--- config.mk ---
export PLATFORM = sky130hd
export DESIGN_NAME = irq_service_sequencer
export DESIGN_NICKNAME = d
export VERILOG_FILES = /design/src/rtl/irq_svc_pkg.sv /design/src/rtl/irq_service_sequencer.sv
export SDC_FILE = /design/constraint.sdc
export NUM_CORES = 1
export LEC_CHECK = 0
export ABC_AREA = 1
export CORE_UTILIZATION = 51
export CTS_BUF_LIST = sky130_fd_sc_hd__clkbuf_4 sky130_fd_sc_hd__clkbuf_8
export DETAILED_ROUTE_END_ITERATION = 8
export GPL_TIMING_DRIVEN = 0
export HOLD_SLACK_MARGIN = 0.05
export PLACE_DENSITY = 0.87
export SLEW_MARGIN = 0
export SYNTH_ARGS = -nofsm -noshare
export SYNTH_HDL_FRONTEND = slang
export SYNTH_SLANG_ARGS = --single-unit
--- constraint.sdc ---
create_clock -name axi_aclk -period 2.31 [get_ports axi_aclk]
set_input_delay 0.3465 -clock axi_aclk [delete_from_list [all_inputs] [get_ports axi_aclk]]
set_output_delay 0.3465 -clock axi_aclk [all_outputs]
set_load 0.02 [all_outputs]
--- src/rtl/irq_svc_pkg.sv ---
// Shared definitions for the interrupt service sequencer: FSM state
// encoding, AXI response codes and the HOLDOFF / timeout lengths.
package irq_svc_pkg;

  typedef enum logic [2:0] {
    IDLE    = 3'd0,
    RD_ADDR = 3'd1,
    RD_DATA = 3'd2,
    WR_REQ  = 3'd3,
    WR_RESP = 3'd4,
    HOLDOFF = 3'd5
  } svc_state_e;

  localparam logic [1:0] RESP_OKAY   = 2'b00;
  localparam logic [1:0] RESP_EXOKAY = 2'b01;
  localparam logic [1:0] RESP_SLVERR = 2'b10;
  localparam logic [1:0] RESP_DECERR = 2'b11;

  // HOLDOFF dwell time, and the per-state wait limit used when the
  // optional timeout is built in.
  localparam int HOLDOFF_CYCLES = 2;
  localparam int TIMEOUT_CYCLES = 16;

  // Per-state cycle timer width; wide enough for both limits above.
  localparam int TIMER_WIDTH = 5;

  function automatic logic resp_is_okay(input logic [1:0] resp);
    return resp == RESP_OKAY;
  endfunction

endpackage

--- src/rtl/irq_service_sequencer.sv ---
// Interrupt service sequencer: on a level irq it reads the interrupt
// status register over AXI4-Lite, writes any nonzero status back to the
// acknowledge register, counts completed acknowledges and then holds off
// for a couple of cycles before sampling irq again.
// Optional build macro: IRQ_SVC_TIMEOUT_EN adds a per-state wait limit
// that abandons a stuck transfer, flags err and goes to HOLDOFF.
module irq_service_sequencer
  import irq_svc_pkg::*;
#(
  parameter int                    ADDR_WIDTH = 5,
  parameter logic [ADDR_WIDTH-1:0] ISR_ADDR   = 5'h10,
  parameter logic [ADDR_WIDTH-1:0] IAR_ADDR   = 5'h0C
) (
  input  logic                  axi_aclk,
  input  logic                  axi_aresetn,
  input  logic                  irq,
  output logic [ADDR_WIDTH-1:0] m_axi_awaddr,
  output logic                  m_axi_awvalid,
  input  logic                  m_axi_awready,
  output logic [31:0]           m_axi_wdata,
  output logic                  m_axi_wvalid,
  input  logic                  m_axi_wready,
  input  logic [1:0]            m_axi_bresp,
  input  logic                  m_axi_bvalid,
  output logic                  m_axi_bready,
  output logic [ADDR_WIDTH-1:0] m_axi_araddr,
  output logic                  m_axi_arvalid,
  input  logic                  m_axi_arready,
  input  logic [31:0]           m_axi_rdata,
  input  logic [1:0]            m_axi_rresp,
  input  logic                  m_axi_rvalid,
  output logic                  m_axi_rready,
  output logic [15:0]           svc_count,
  output logic [31:0]           last_status,
  output logic                  err
);

  localparam logic [TIMER_WIDTH-1:0] HOLDOFF_LAST = TIMER_WIDTH'(HOLDOFF_CYCLES - 1);
`ifdef IRQ_SVC_TIMEOUT_EN
  localparam logic [TIMER_WIDTH-1:0] TIMEOUT_LAST = TIMER_WIDTH'(TIMEOUT_CYCLES - 1);
`endif

  svc_state_e             state_reg,       state_next;
  logic                   arvalid_reg,     arvalid_next;
  logic                   rready_reg,      rready_next;
  logic                   awvalid_reg,     awvalid_next;
  logic                   wvalid_reg,      wvalid_next;
  logic                   bready_reg,      bready_next;
  logic                   aw_done_reg,     aw_done_next;
  logic                   w_done_reg,      w_done_next;
  logic [31:0]            status_reg,      status_next;
  logic [15:0]            svc_count_reg,   svc_count_next;
  logic [31:0]            last_status_reg, last_status_next;
  logic                   err_reg,         err_next;
  logic [TIMER_WIDTH-1:0] tmr_reg,         tmr_next;

  logic aw_hs;
  logic w_hs;

  assign aw_hs = awvalid_reg && m_axi_awready;
  assign w_hs  = wvalid_reg && m_axi_wready;

  // Addresses are fixed; valids/readies come straight from registers so
  // nothing handed to the slave depends combinationally on its readies.
  assign m_axi_araddr  = ISR_ADDR;
  assign m_axi_arvalid = arvalid_reg;
  assign m_axi_rready  = rready_reg;
  assign m_axi_awaddr  = IAR_ADDR;
  assign m_axi_awvalid = awvalid_reg;
  assign m_axi_wdata   = status_reg;
  assign m_axi_wvalid  = wvalid_reg;
  assign m_axi_bready  = bready_reg;
  assign svc_count     = svc_count_reg;
  assign last_status   = last_status_reg;
  assign err           = err_reg;

  // State and handshake-control registers; reset drops every valid/ready at once.
  always_ff @(posedge axi_aclk or negedge axi_aresetn) begin
    if (!axi_aresetn) begin
      state_reg       <= IDLE;
      arvalid_reg     <= 1'b0;
      rready_reg      <= 1'b0;
      awvalid_reg     <= 1'b0;
      wvalid_reg      <= 1'b0;
      bready_reg      <= 1'b0;
      aw_done_reg     <= 1'b0;
      w_done_reg      <= 1'b0;
      status_reg      <= '0;
      svc_count_reg   <= '0;
      last_status_reg <= '0;
      err_reg         <= 1'b0;
      tmr_reg         <= '0;
    end else begin
      state_reg       <= state_next;
      arvalid_reg     <= arvalid_next;
      rready_reg      <= rready_next;
      awvalid_reg     <= awvalid_next;
      wvalid_reg      <= wvalid_next;
      bready_reg      <= bready_next;
      aw_done_reg     <= aw_done_next;
      w_done_reg      <= w_done_next;
      status_reg      <= status_next;
      svc_count_reg   <= svc_count_next;
      last_status_reg <= last_status_next;
      err_reg         <= err_next;
      tmr_reg         <= tmr_next;
    end
  end

  // Next-state logic: each transition also sets the registered valids/readies for the state it enters.
  always_comb begin
    state_next       = state_reg;
    arvalid_next     = arvalid_reg;
    rready_next      = rready_reg;
    awvalid_next     = awvalid_reg;
    wvalid_next      = wvalid_reg;
    bready_next      = bready_reg;
    aw_done_next     = aw_done_reg;
    w_done_next      = w_done_reg;
    status_next      = status_reg;
    svc_count_next   = svc_count_reg;
    last_status_next = last_status_reg;
    err_next         = err_reg;
    tmr_next         = tmr_reg;

    case (state_reg)
      IDLE: begin
        if (irq) begin
          state_next   = RD_ADDR;
          arvalid_next = 1'b1;
        end
      end

      RD_ADDR: begin
        if (m_axi_arready) begin
          arvalid_next = 1'b0;
          rready_next  = 1'b1;
          state_next   = RD_DATA;
        end
      end

      RD_DATA: begin
        if (m_axi_rvalid) begin
          rready_next = 1'b0;
          status_next = m_axi_rdata;
          if (!resp_is_okay(m_axi_rresp)) begin
            err_next   = 1'b1;
            state_next = HOLDOFF;
          end else if (m_axi_rdata == 32'd0) begin
            // Nothing pending: no acknowledge needed.
            state_next = HOLDOFF;
          end else begin
            awvalid_next = 1'b1;
            wvalid_next  = 1'b1;
            aw_done_next = 1'b0;
            w_done_next  = 1'b0;
            state_next   = WR_REQ;
          end
        end
      end

      WR_REQ: begin
        // Address and data channels complete independently, in either order.
        if (aw_hs) begin
          awvalid_next = 1'b0;
          aw_done_next = 1'b1;
        end
        if (w_hs) begin
          wvalid_next = 1'b0;
          w_done_next = 1'b1;
        end
        if ((aw_done_reg || aw_hs) && (w_done_reg || w_hs)) begin
          bready_next = 1'b1;
          state_next  = WR_RESP;
        end
      end

      WR_RESP: begin
        if (m_axi_bvalid) begin
          bready_next = 1'b0;
          state_next  = HOLDOFF;
          if (resp_is_okay(m_axi_bresp)) begin
            svc_count_next   = svc_count_reg + 16'd1;
            last_status_next = status_reg;
          end else begin
            err_next = 1'b1;
          end
        end
      end

      HOLDOFF: begin
        // Gives the peripheral time to drop irq before it is sampled again.
        if (tmr_reg == HOLDOFF_LAST) begin
          state_next = IDLE;
        end
      end

      default: begin
        state_next = IDLE;
      end
    endcase

`ifdef IRQ_SVC_TIMEOUT_EN
    // Abandon a transfer that has made no progress for the full wait limit.
    if ((state_reg == RD_ADDR || state_reg == RD_DATA ||
         state_reg == WR_REQ  || state_reg == WR_RESP) &&
        (state_next == state_reg) && (tmr_reg == TIMEOUT_LAST)) begin
      arvalid_next = 1'b0;
      rready_next  = 1'b0;
      awvalid_next = 1'b0;
      wvalid_next  = 1'b0;
      bready_next  = 1'b0;
      err_next     = 1'b1;
      state_next   = HOLDOFF;
    end
`endif

    // Cycles spent in the current state; restarts on every transition, saturates.
    if (state_next != state_reg) begin
      tmr_next = '0;
    end else if (tmr_reg != '1) begin
      tmr_next = tmr_reg + 1'b1;
    end
  end

endmodule
==> results of run 1 <==
-- per-layer routing --
| layer | track usage, % | vias to the layer above |
|---|---|---|
| li1 | - | 1816 |
| met1 | 30.88 | 1879 |
| met2 | 45.44 | 145 |
| met3 | 4.612 | 39 |
| met4 | 15.51 | 0 |
| met5 | 0 | - |
-- kinds of logic after synthesis --
group | synth area share, %
AO/OA/AOI/OAI | 10.02
XOR/XNOR | 2.242
adder cells (fa/ha/maj) | 1.165
buffers and inverters | 8.882
flip-flops | 55.91
multiplexers | 0.2330
other | 0.1748
AND/OR/NAND/NOR | 21.37
-- layout make-up --
cell class	instances	area (µm²)	share of cell area (%)
Antenna cell	1	2.502	0.04181
Inverter	60	225.2	3.763
Buffer	24	156.4	2.613
Sequential cell	96	2402	40.14
Clock buffer	10	131.4	2.195
Multi-Input combinational cell	317	1543	25.78
Timing Repair Buffer	131	1326	22.16
Tap cell	105	131.4	2.195
Clock inverter	6	66.31	1.108
-- power by group through the flow --
| stage | Combinational (mW) | Sequential [mW] | Clock (mW) |
|---|---|---|---|
| after floorplan | 0.913 | 3.24 | 0 |
| after global placement | 2.91 | 2.62 | 0 |
| after detailed placement | 3.00 | 2.64 | 0 |
| after CTS | 3.03 | 2.61 | 1.13 |
| after global routing | 3.25 | 2.68 | 1.21 |
| final | 3.01 | 2.62 | 1.11 |
-- worst max path at each step --
stage / to / start / cells past startpoint / slack [ps]
global placement: svc_count[10]$_DFFE_PN0P_ / axi_aresetn / 1 / -2480
CTS: svc_count[8] / svc_count[8]$_DFFE_PN0P_ / 1 / 480
floorplan: svc_count[14]$_DFFE_PN0P_ / svc_count[1]$_DFFE_PN0P_ / 8 / 770
global route: m_axi_wdata[7]$_DFFE_PN0P_ / state_reg[0]$_DFF_PN0_ / 6 / 390
detailed placement: tmr_reg[3]$_DFFE_PN0P_ / m_axi_rdata[5] / 10 / 270
finish: svc_count[8] / svc_count[8]$_DFFE_PN0P_ / 1 / 490
-- per-stage QoR --
| step | hold slack (ps) | setup WS, ps | instance area (µm²) | instances |
|---|---|---|---|---|
| 2_1_floorplan | 50.91 | 771.6 | 4327 | 497 |
| 3_3_place_gp | 456.2 | -2480 | 5749 | 731 |
| 3_5_place_dp | 337.9 | 270.7 | 5774 | 732 |
| 4_1_cts | 483.8 | 475.6 | 5982 | 749 |
| 5_1_grt | 513.9 | 386.2 | 5984 | 750 |
| 6_report | 482.7 | 493.2 | 5984 | 750 |
-- synthesized netlist by cell type --
library cell / instances
nor2_1: 50
nor3_1: 3
xnor2_1: 2
nor2_4: 2
dfrtp_1: 96
o211ai_4: 1
o21ai_1: 6
xor2_1: 9
o211a_1: 1
a21oi_1: 4
nand4_1: 4
buf_2: 8
a31o_2: 1
inv_1: 56
o21ai_0: 64
conb_1: 2
nand3_1: 9
mux2i_1: 1
clkbuf_1: 3
nor2_2: 1
clkinv_1: 1
nor3_4: 3
nand2_2: 2
ha_1: 4
a21o_1: 1
inv_2: 3
nand2_4: 2
buf_4: 11
nand3_4: 1
a31oi_1: 2
nand4_2: 1
buf_6: 2
nand3b_1: 1
nand2_1: 132
-- what timing repair did --
item                                    CTS  global route
hold buffers                              1             0
endpoints found under the hold margin    35             0
endpoints found under the setup margin    0             0
-- worst reg2reg max path, stage by stage (launching register included) --
cell      delay (ps)
dfrtp_1          380
buf_6            140
nor3_4           270
nand2_4          160
inv_2            160
clkbuf_1         360
o21ai_0          160
==> impl_results.md, run 1 <==
* Beginning of the worst hold path: aw_done_reg$_DFFE_PN0P_
* Total track usage at a little over a quarter
* Synth unique cells at 34
* CP max stage delay at 640 ps
* Antenna-violating nets left at 0
* DRC viols at 0
* Setup Skew at approximately 11 ps
* Hold path cells at 2
* HPWL Detailed at approximately 8000 µm
* DR WL/cell at 14.42 µm
* Number of setup buffers added after CTS at 0
* CP required at about 2000 ps
* DRT iter0 DRCs at between 150 and 200
* RSZ-0062 raised after global routing: false
* Floorplan die width at roughly 94 µm
* Switching part of the total at slightly below 40%
* Crit path max fanout at 4
* Setup_tns at 0 ps
* Final Power at roughly 6.7 mW
* Vias/cell at between 5 and 6
* Worst path arrival time at roughly 1500 ps
* Crit. End Element: output pin
* CP max stage cell: clkdlybuf4s50_1
* Grt ovf at 0
* Global placement routability congestion at between 0.8 and 0.9
* Drt pass-1 iters at 5
* Seq cells post-synth at 96
* Synthesized area at approximately 4300 µm²
* Post_cts resized at 0
* Clock share of power at 16.5%
* Setup Viol. Count Final at 0
* CTS tree: done
* Total CTS buffers at 9
* Syn. warnings at 0
* CP cell instances: clkdlybuf4s50_1
* TritonCTS Sinks at 96
* Pwr/cell area at about 1100 nW/µm²
* Sequential fraction of the synthesis area at a little under three fifths
* VDD IR max at about 0.61 mV
* Initial Util at ~53%
* Commonest non-fill, non-tap cells in the layout: nand2_1, clkdlybuf4s50_1, dfrtp_1
* Core area at 8175 µm²
* Internal power at 4.105 mW
* Global-route wire length before repair at 17600 µm
* Most common cell after layout, fill and taps aside: nand2_1
* Routed vias at between 3000 and 4000
* Number of port buffers at ~130
* Top layer in use: met4
* Part of the power in registers at 38.9%
* Syn Inst Count at approximately 490
* Site Rows at 33
* Reg2reg start: state_reg[0]$_DFF_PN0_
* Switching pwr at ~2.6 mW
* Die ar. at slightly below 9000 µm²
* # nets final at approximately 690
* Fin. Hold Viols at 0
* Metal-1 WL at approximately 4200 µm
* Static Leak at approximately 2.9 nW
* Longest Clk Path Bufs at 2
* Syn_area_per_cell at 8.787 µm²
* Final Max Slew Viols at 0
* Utilization after layout at around three quarters
* WL final at roughly 11000 µm
* Synth area leader: dfrtp_1
* Final period util at about 80%
* Hold Path End: aw_done_reg$_DFFE_PN0P_
* Max_cap viols at 0
* FF-to-FF End: m_axi_wdata[10]$_DFFE_PN0P_
* Die H at about 94 µm
* Clk root buf: clkbuf_8
* Met3 WL at 543 µm
* Area grow syn2layout at 39.28%
* Final Critical Period at between 1500 and 2000 ps
* Fill count at between 500 and 600
* Family with the most delay on the worst path: buffers and inverters
* Hold crit path type: reg2reg
* Slack of the worst reg-to-reg path at ~570 ps
* Clock Latency Late Sink at about 360 ps
* I/O pin count at 140
* F_max at about 0.55 GHz
* Outcome: complete, no violations
* Worst Path Buf+Inv at 1
* Combinational power share at between 40 and 50%
* CP Launch Type: flip-flop
* Cells on worst reg2reg path at 6
* WL met2 at approximately 5500 µm
* Top post-synthesis cells by area: dfrtp_1, nand2_1, o21ai_0, inv_1, nor2_1
* H-tree levels at 3
* Critical path class: reg2out
* Vias in the first global route at about 3800
* Largest net degree at the start of global routing at 62
* CTS clk-pin slew, worst paths at roughly 90 ps
* Layout cell share with drive strength beyond 1 at a little under 9%
* Antenna violations before repair at 1
* Synth top area share at 55.91%
(Power assumes the default switching activity.)
==> inputs of run 2 (changes only) <==
Settings changed: CORE_UTILIZATION 51 to 48, PLACE_DENSITY 0.87 to 0.83.
Clock period 2.31 ns to 1.9 ns, I/O delays scaled along.
==> impl_results.md, run 2 (synthesized netlist as in run 1, its figures left out) <==
* Outcome: complete, no violations
* Max_cap viols at 0
* Clock Latency Late Sink at about 370 ps
* Worst Path Buf+Inv at 1
* Setup_tns at 0 ps
* CP max stage cell: clkdlybuf4s50_1
* Antenna-violating nets left at 0
* Routed vias at ~3800
* CTS clk-pin slew, worst paths at around 100 ps
* WL final at 11020 µm
* Area grow syn2layout at 39.57%
* Slew @ Worst Pin at around 530 ps
* H-tree levels at 3
* N_diodes at 0
* Die ar. at ~9300 µm²
* CP cell instances: clkdlybuf4s50_1
* CP Launch Type: flip-flop
* CP max stage delay at 640 ps
* Reg2reg start: state_reg[0]$_DFF_PN0_
* Family with the most delay on the worst path: buffers and inverters
* Setup Viol. Count Final at 0
* Final worst setup slack at roughly 140 ps
* Global-route wire length before repair at 18430 µm
* Dpl ws at -21.35 ps
* Most common cell after layout, fill and taps aside: nand2_1
* Layout cell share with drive strength beyond 1 at 8.696%
* Floorplan die width at a little under 100 µm
* Initial Util at about half
* DR WL/cell at around 15 µm
* Die H at 96.61 µm
* Global placement routability congestion at ~0.85
* Final period util at 92.44%
* Critical path class: reg2out
* Post_cts resized at 0
* Crit. End Element: output pin
* Static Leak at approximately 2.8 nW
* I/O pin count at 140
* HPWL Detailed at just over 8000 µm
* Core area at slightly below 9000 µm²
* DRT iter0 DRCs at between 100 and 150
* Total CTS buffers at 9
* Vias/cell at between 5 and 6
* Largest net degree at the start of global routing at 58
* Grt ovf at 0
* VDD IR max at a little over 0.7 mV
* Total track usage at 24.64%
* Site Rows at 34
* Worst path arrival time at approximately 1500 ps
* TritonCTS Sinks at 96
* Commonest non-fill, non-tap cells in the layout: nand2_1, clkdlybuf4s50_1, dfrtp_1
* Clk root buf: clkbuf_8
* Crit path max fanout at 4
* Longest Clk Path Bufs at 2
* Slack of the worst reg-to-reg path at approximately 160 ps
* Antenna violations before repair at 0
* Number of port buffers at 129
* Vias in the first global route at approximately 3800
* Cells on worst reg2reg path at 6
* CP required at about 1600 ps
* FF-to-FF End: m_axi_wdata[4]$_DFFE_PN0P_
* Final Max Slew Viols at 0
* CTS tree: done
* DRC viols at 0
* Setup Skew at 17.24 ps
* F_max at about 0.57 GHz
* Hold crit path type: in2async
* # nets final at slightly below 700
* Fin. Hold Viols at 0
* RSZ-0062 raised after global routing: false
* Drt pass-1 iters at 4
* Pwr/cell area at between 1000 and 1500 nW/µm²
* Slew Limit Headroom at between 60% and 70%
* Final Critical Period at roughly 1800 ps
run 2: cell count changes in the layout (fill, tap and decap cells not counted), sizes merged:
cell	change
clkbuf	+1
inv	-2
diode	-1
clkinvlp	+1
run 2: worst max path at each step:
stage / from / endpoint / slack [ps] / depth (start not counted)
2_1_floorplan: svc_count[1]$_DFFE_PN0P_ / svc_count[14]$_DFFE_PN0P_ / 360 / 8
3_3_place_gp: axi_aresetn / svc_count[11]$_DFFE_PN0P_ / -2840 / 1
3_5_place_dp: m_axi_rdata[7] / tmr_reg[0]$_DFFE_PN0P_ / -20 / 10
4_1_cts: state_reg[0]$_DFF_PN0_ / m_axi_wdata[9]$_DFFE_PN0P_ / 120 / 6
5_1_grt: state_reg[0]$_DFF_PN0_ / m_axi_wdata[4]$_DFFE_PN0P_ / 20 / 6
6_report: svc_count[8]$_DFFE_PN0P_ / svc_count[8] / 140 / 1
run 2: repair_timing:
action	4_1_cts	5_1_grt
setup buffers	0	0
endpoints found under the setup margin	0	0
hold endpoints to repair	39	0
hold buffers	1	0
run 2: area by class of cell:
| type | instances | area, µm² |
|---|---|---|
| well taps | 108 | 135.1 |
| repair buffers | 131 | 1326 |
| multi-input cells | 317 | 1543 |
| clock inverters | 5 | 63.81 |
| fillers | 670 | 2681 |
| flip-flops and latches | 96 | 2402 |
| clock buffers | 11 | 145.1 |
| plain buffers | 24 | 156.4 |
| inverters | 60 | 225.2 |
run 2: metal layers:
| metal | vias up | share of wire (%) | global-route usage [%] |
|---|---|---|---|
| met1 | 1824 | 42 | 31.48 |
| met5 | - | 0 | 0 |
| li1 | 1812 | - | - |
| met2 | 140 | 50 | 40.74 |
| met3 | 25 | 5.3 | 4.408 |
| met4 | 0 | 3.1 | 11.71 |
run 2: per-stage QoR:
step | power, mW | area, µm² | instances | hold WS [ps] | util (%)
final | 8.249 | 5997 | 752 | 423.3 | 69.10
after global routing | 8.742 | 5997 | 752 | 465.7 | 69.10
after CTS | 8.288 | 5997 | 752 | 440.6 | 69.10
after detailed placement | 6.868 | 5778 | 735 | 298.3 | 66.58
after global placement | 6.718 | 5753 | 734 | 458.5 | 66.29
after floorplan | 5.046 | 4327 | 497 | -10.59 | -
run 2: where the power goes:
group,switching [mW],total (mW),internal (mW)
Sequential,0.457,3.19,2.74
Combinational,2.03,3.66,1.62
Clock,0.732,1.40,0.669
Total,3.22,8.25,5.03
==> inputs of run 3 (changes only) <==
Settings changed: CORE_ASPECT_RATIO set to 0.5.
==> impl_results.md, run 3 (synthesized netlist as in run 1, its figures left out) <==
* Switching pwr at ~3.1 mW
* Longest Clk Path Bufs at 2
* Family with the most delay on the worst path: buffers and inverters
* F_max at 0.5678 GHz
* CP Launch Type: flip-flop
* Top layer in use: met4
* Initial Util at 51.48%
* Area grow syn2layout at 40.42%
* Layout cell share with drive strength beyond 1 at 8.696%
* VDD IR max at around 0.76 mV
* I/O pin count at 140
* Dpl cell area at 5783 µm²
* Vias in the first global route at between 3000 and 4000
* WL final at around 11000 µm
* Final period util at 92.69%
* H-tree levels at 3
* Crit. End Element: output pin
* Number of port buffers at between 100 and 150
* Switching part of the total at 37.25%
* Post-Layout Inst Area at between 6000 and 7000 µm²
* Fin. Hold Viols at 0
* Static Leak at roughly 2.9 nW
* TritonCTS Sinks at between 90 and 100
* Die H at 68.90 µm
* Internal power at approximately 5.2 mW
* N_diodes at 0
* Part of the power in registers at about two fifths
* Metal-1 WL at ~4800 µm
* CP max stage delay at 650 ps
* Clock Latency Late Sink at about 350 ps
* Final non-filler cell total at between 700 and 800
* Global-route wire length before repair at around 17000 µm
* Placed cells at roughly 740
* Worst path arrival time at 1480 ps
* Grt ovf at 0
* Largest net degree at the start of global routing at slightly above 60
* Combinational power share at between 40 and 50%
* Clock share of power at 18.5%
* RSZ-0062 raised after global routing: false
* Antenna-violating nets left at 0
* CTS tree: done
* CTS clk-pin slew, worst paths at around 90 ps
* CP required at between 1500 and 2000 ps
* Reg2reg start: state_reg[0]$_DFF_PN0_
* DRT iter0 DRCs at between 200 and 250
* Crit path max fanout at 5
* Hold crit path type: in2async
* Total track usage at roughly a quarter
* CP max stage cell: clkdlybuf4s50_1
* DR WL/cell at approximately 14 µm
* Die ar. at ~9400 µm²
* Commonest non-fill, non-tap cells in the layout: nand2_1, clkdlybuf4s50_1, dfrtp_1
* Worst Path Buf+Inv at 1
* DRC viols at 0
* Setup Viol. Count Final at 0
* WL met2 at about 5300 µm
* Max_cap viols at 0
* Setup_tns at 0 ps
* # nets final at between 600 and 700
* Met3 WL at between 300 and 400 µm
* Drt pass-1 iters at 7
* CP cell instances: clkdlybuf4s50_1
* HPWL Detailed at around 8000 µm
* Routed vias at between 3000 and 4000
* Core area at about 8300 µm²
* Final Critical Period at around 1800 ps
* Outcome: complete, no violations
* Site Rows at 23
* Global placement routability congestion at between 0.8 and 0.9
* Crit path from: svc_count[6]$_DFFE_PN0P_
* Floorplan die width at ~140 µm
* Vias/cell at between 4 and 5
* Pwr/cell area at between 1000 and 1500 nW/µm²
* Final Max Slew Viols at 0
* Total CTS buffers at 9
* Clk root buf: clkbuf_8
* Setup Skew at around 7.3 ps
* Critical path class: reg2out
* Number of setup buffers added after CTS at 0
* Antenna violations before repair at 0
* Most common cell after layout, fill and taps aside: nand2_1
-- run 3: changes by cell type in the layout (fill, tap and decap cells not counted) --
cell        previous run  this run
bufinv_16              1         2
clkbuf_8              10        12
clkinv_4               2         0
clkbuf_4               1         2
inv_6                  1         0
clkinvlp_4             1         0
-- run 3: worst paths after layout --
kind	cells after the start	slack (ps)	to
max	1	140	svc_count[6]
min	2	430	tmr_reg[1]$_DFFE_PN0P_
max reg2reg	6	150	m_axi_wdata[20]$_DFFE_PN0P_
min reg2reg	1	470	err$_DFFE_PN0P_
max in group asynchronous	3	810	m_axi_wdata[2]$_DFFE_PN0P_
min in group axi_aclk	1	470	err$_DFFE_PN0P_
-- run 3: cell type report --
cell class / instances / area, µm²
multi-input combinational: 317 / 1543
fill: 632 / 2312
tap: 112 / 140.1
buffer: 24 / 156.4
timing repair buffer: 131 / 1326
clock inverter: 2 / 60.06
clock buffer: 14 / 180.2
inverter: 60 / 225.2
sequential: 96 / 2402
-- run 3: metal layers --
| layer | track usage [%] | vias to the layer above |
|---|---|---|
| met3 | 5.190 | 22 |
| met1 | 30.38 | 1770 |
| met5 | 0 | - |
| met2 | 41.71 | 108 |
| li1 | - | 1820 |
| met4 | 8.848 | 0 |
-- run 3: power groups by stage --
stage	registers, mW	clock network, mW	logic (mW)
6_report	3.18	1.54	3.62
5_1_grt	3.26	1.65	3.94
4_1_cts	3.17	1.57	3.65
3_5_place_dp	3.21	0	3.63
3_3_place_gp	3.18	0	3.56
2_1_floorplan	3.94	0	1.11
-- run 3: what timing repair did --
action                    in CTS  in global routing
hold endpoints to repair      35                  0
hold buffers                   1                  0
resized for setup              0                  0
-- run 3: through the flow --
stage               worst slack (ps)  util, %  power (mW)  hold slack, ps
detailed placement            -117.4    69.30       6.836           281.2
CTS                            127.6    72.29       8.392           436.7
floorplan                      361.6        -       5.046          -10.59
global placement               -2973    69.00       6.736           450.1
finish                         139.0    72.29       8.349           431.1
global route                   12.79    72.29       8.853           467.4
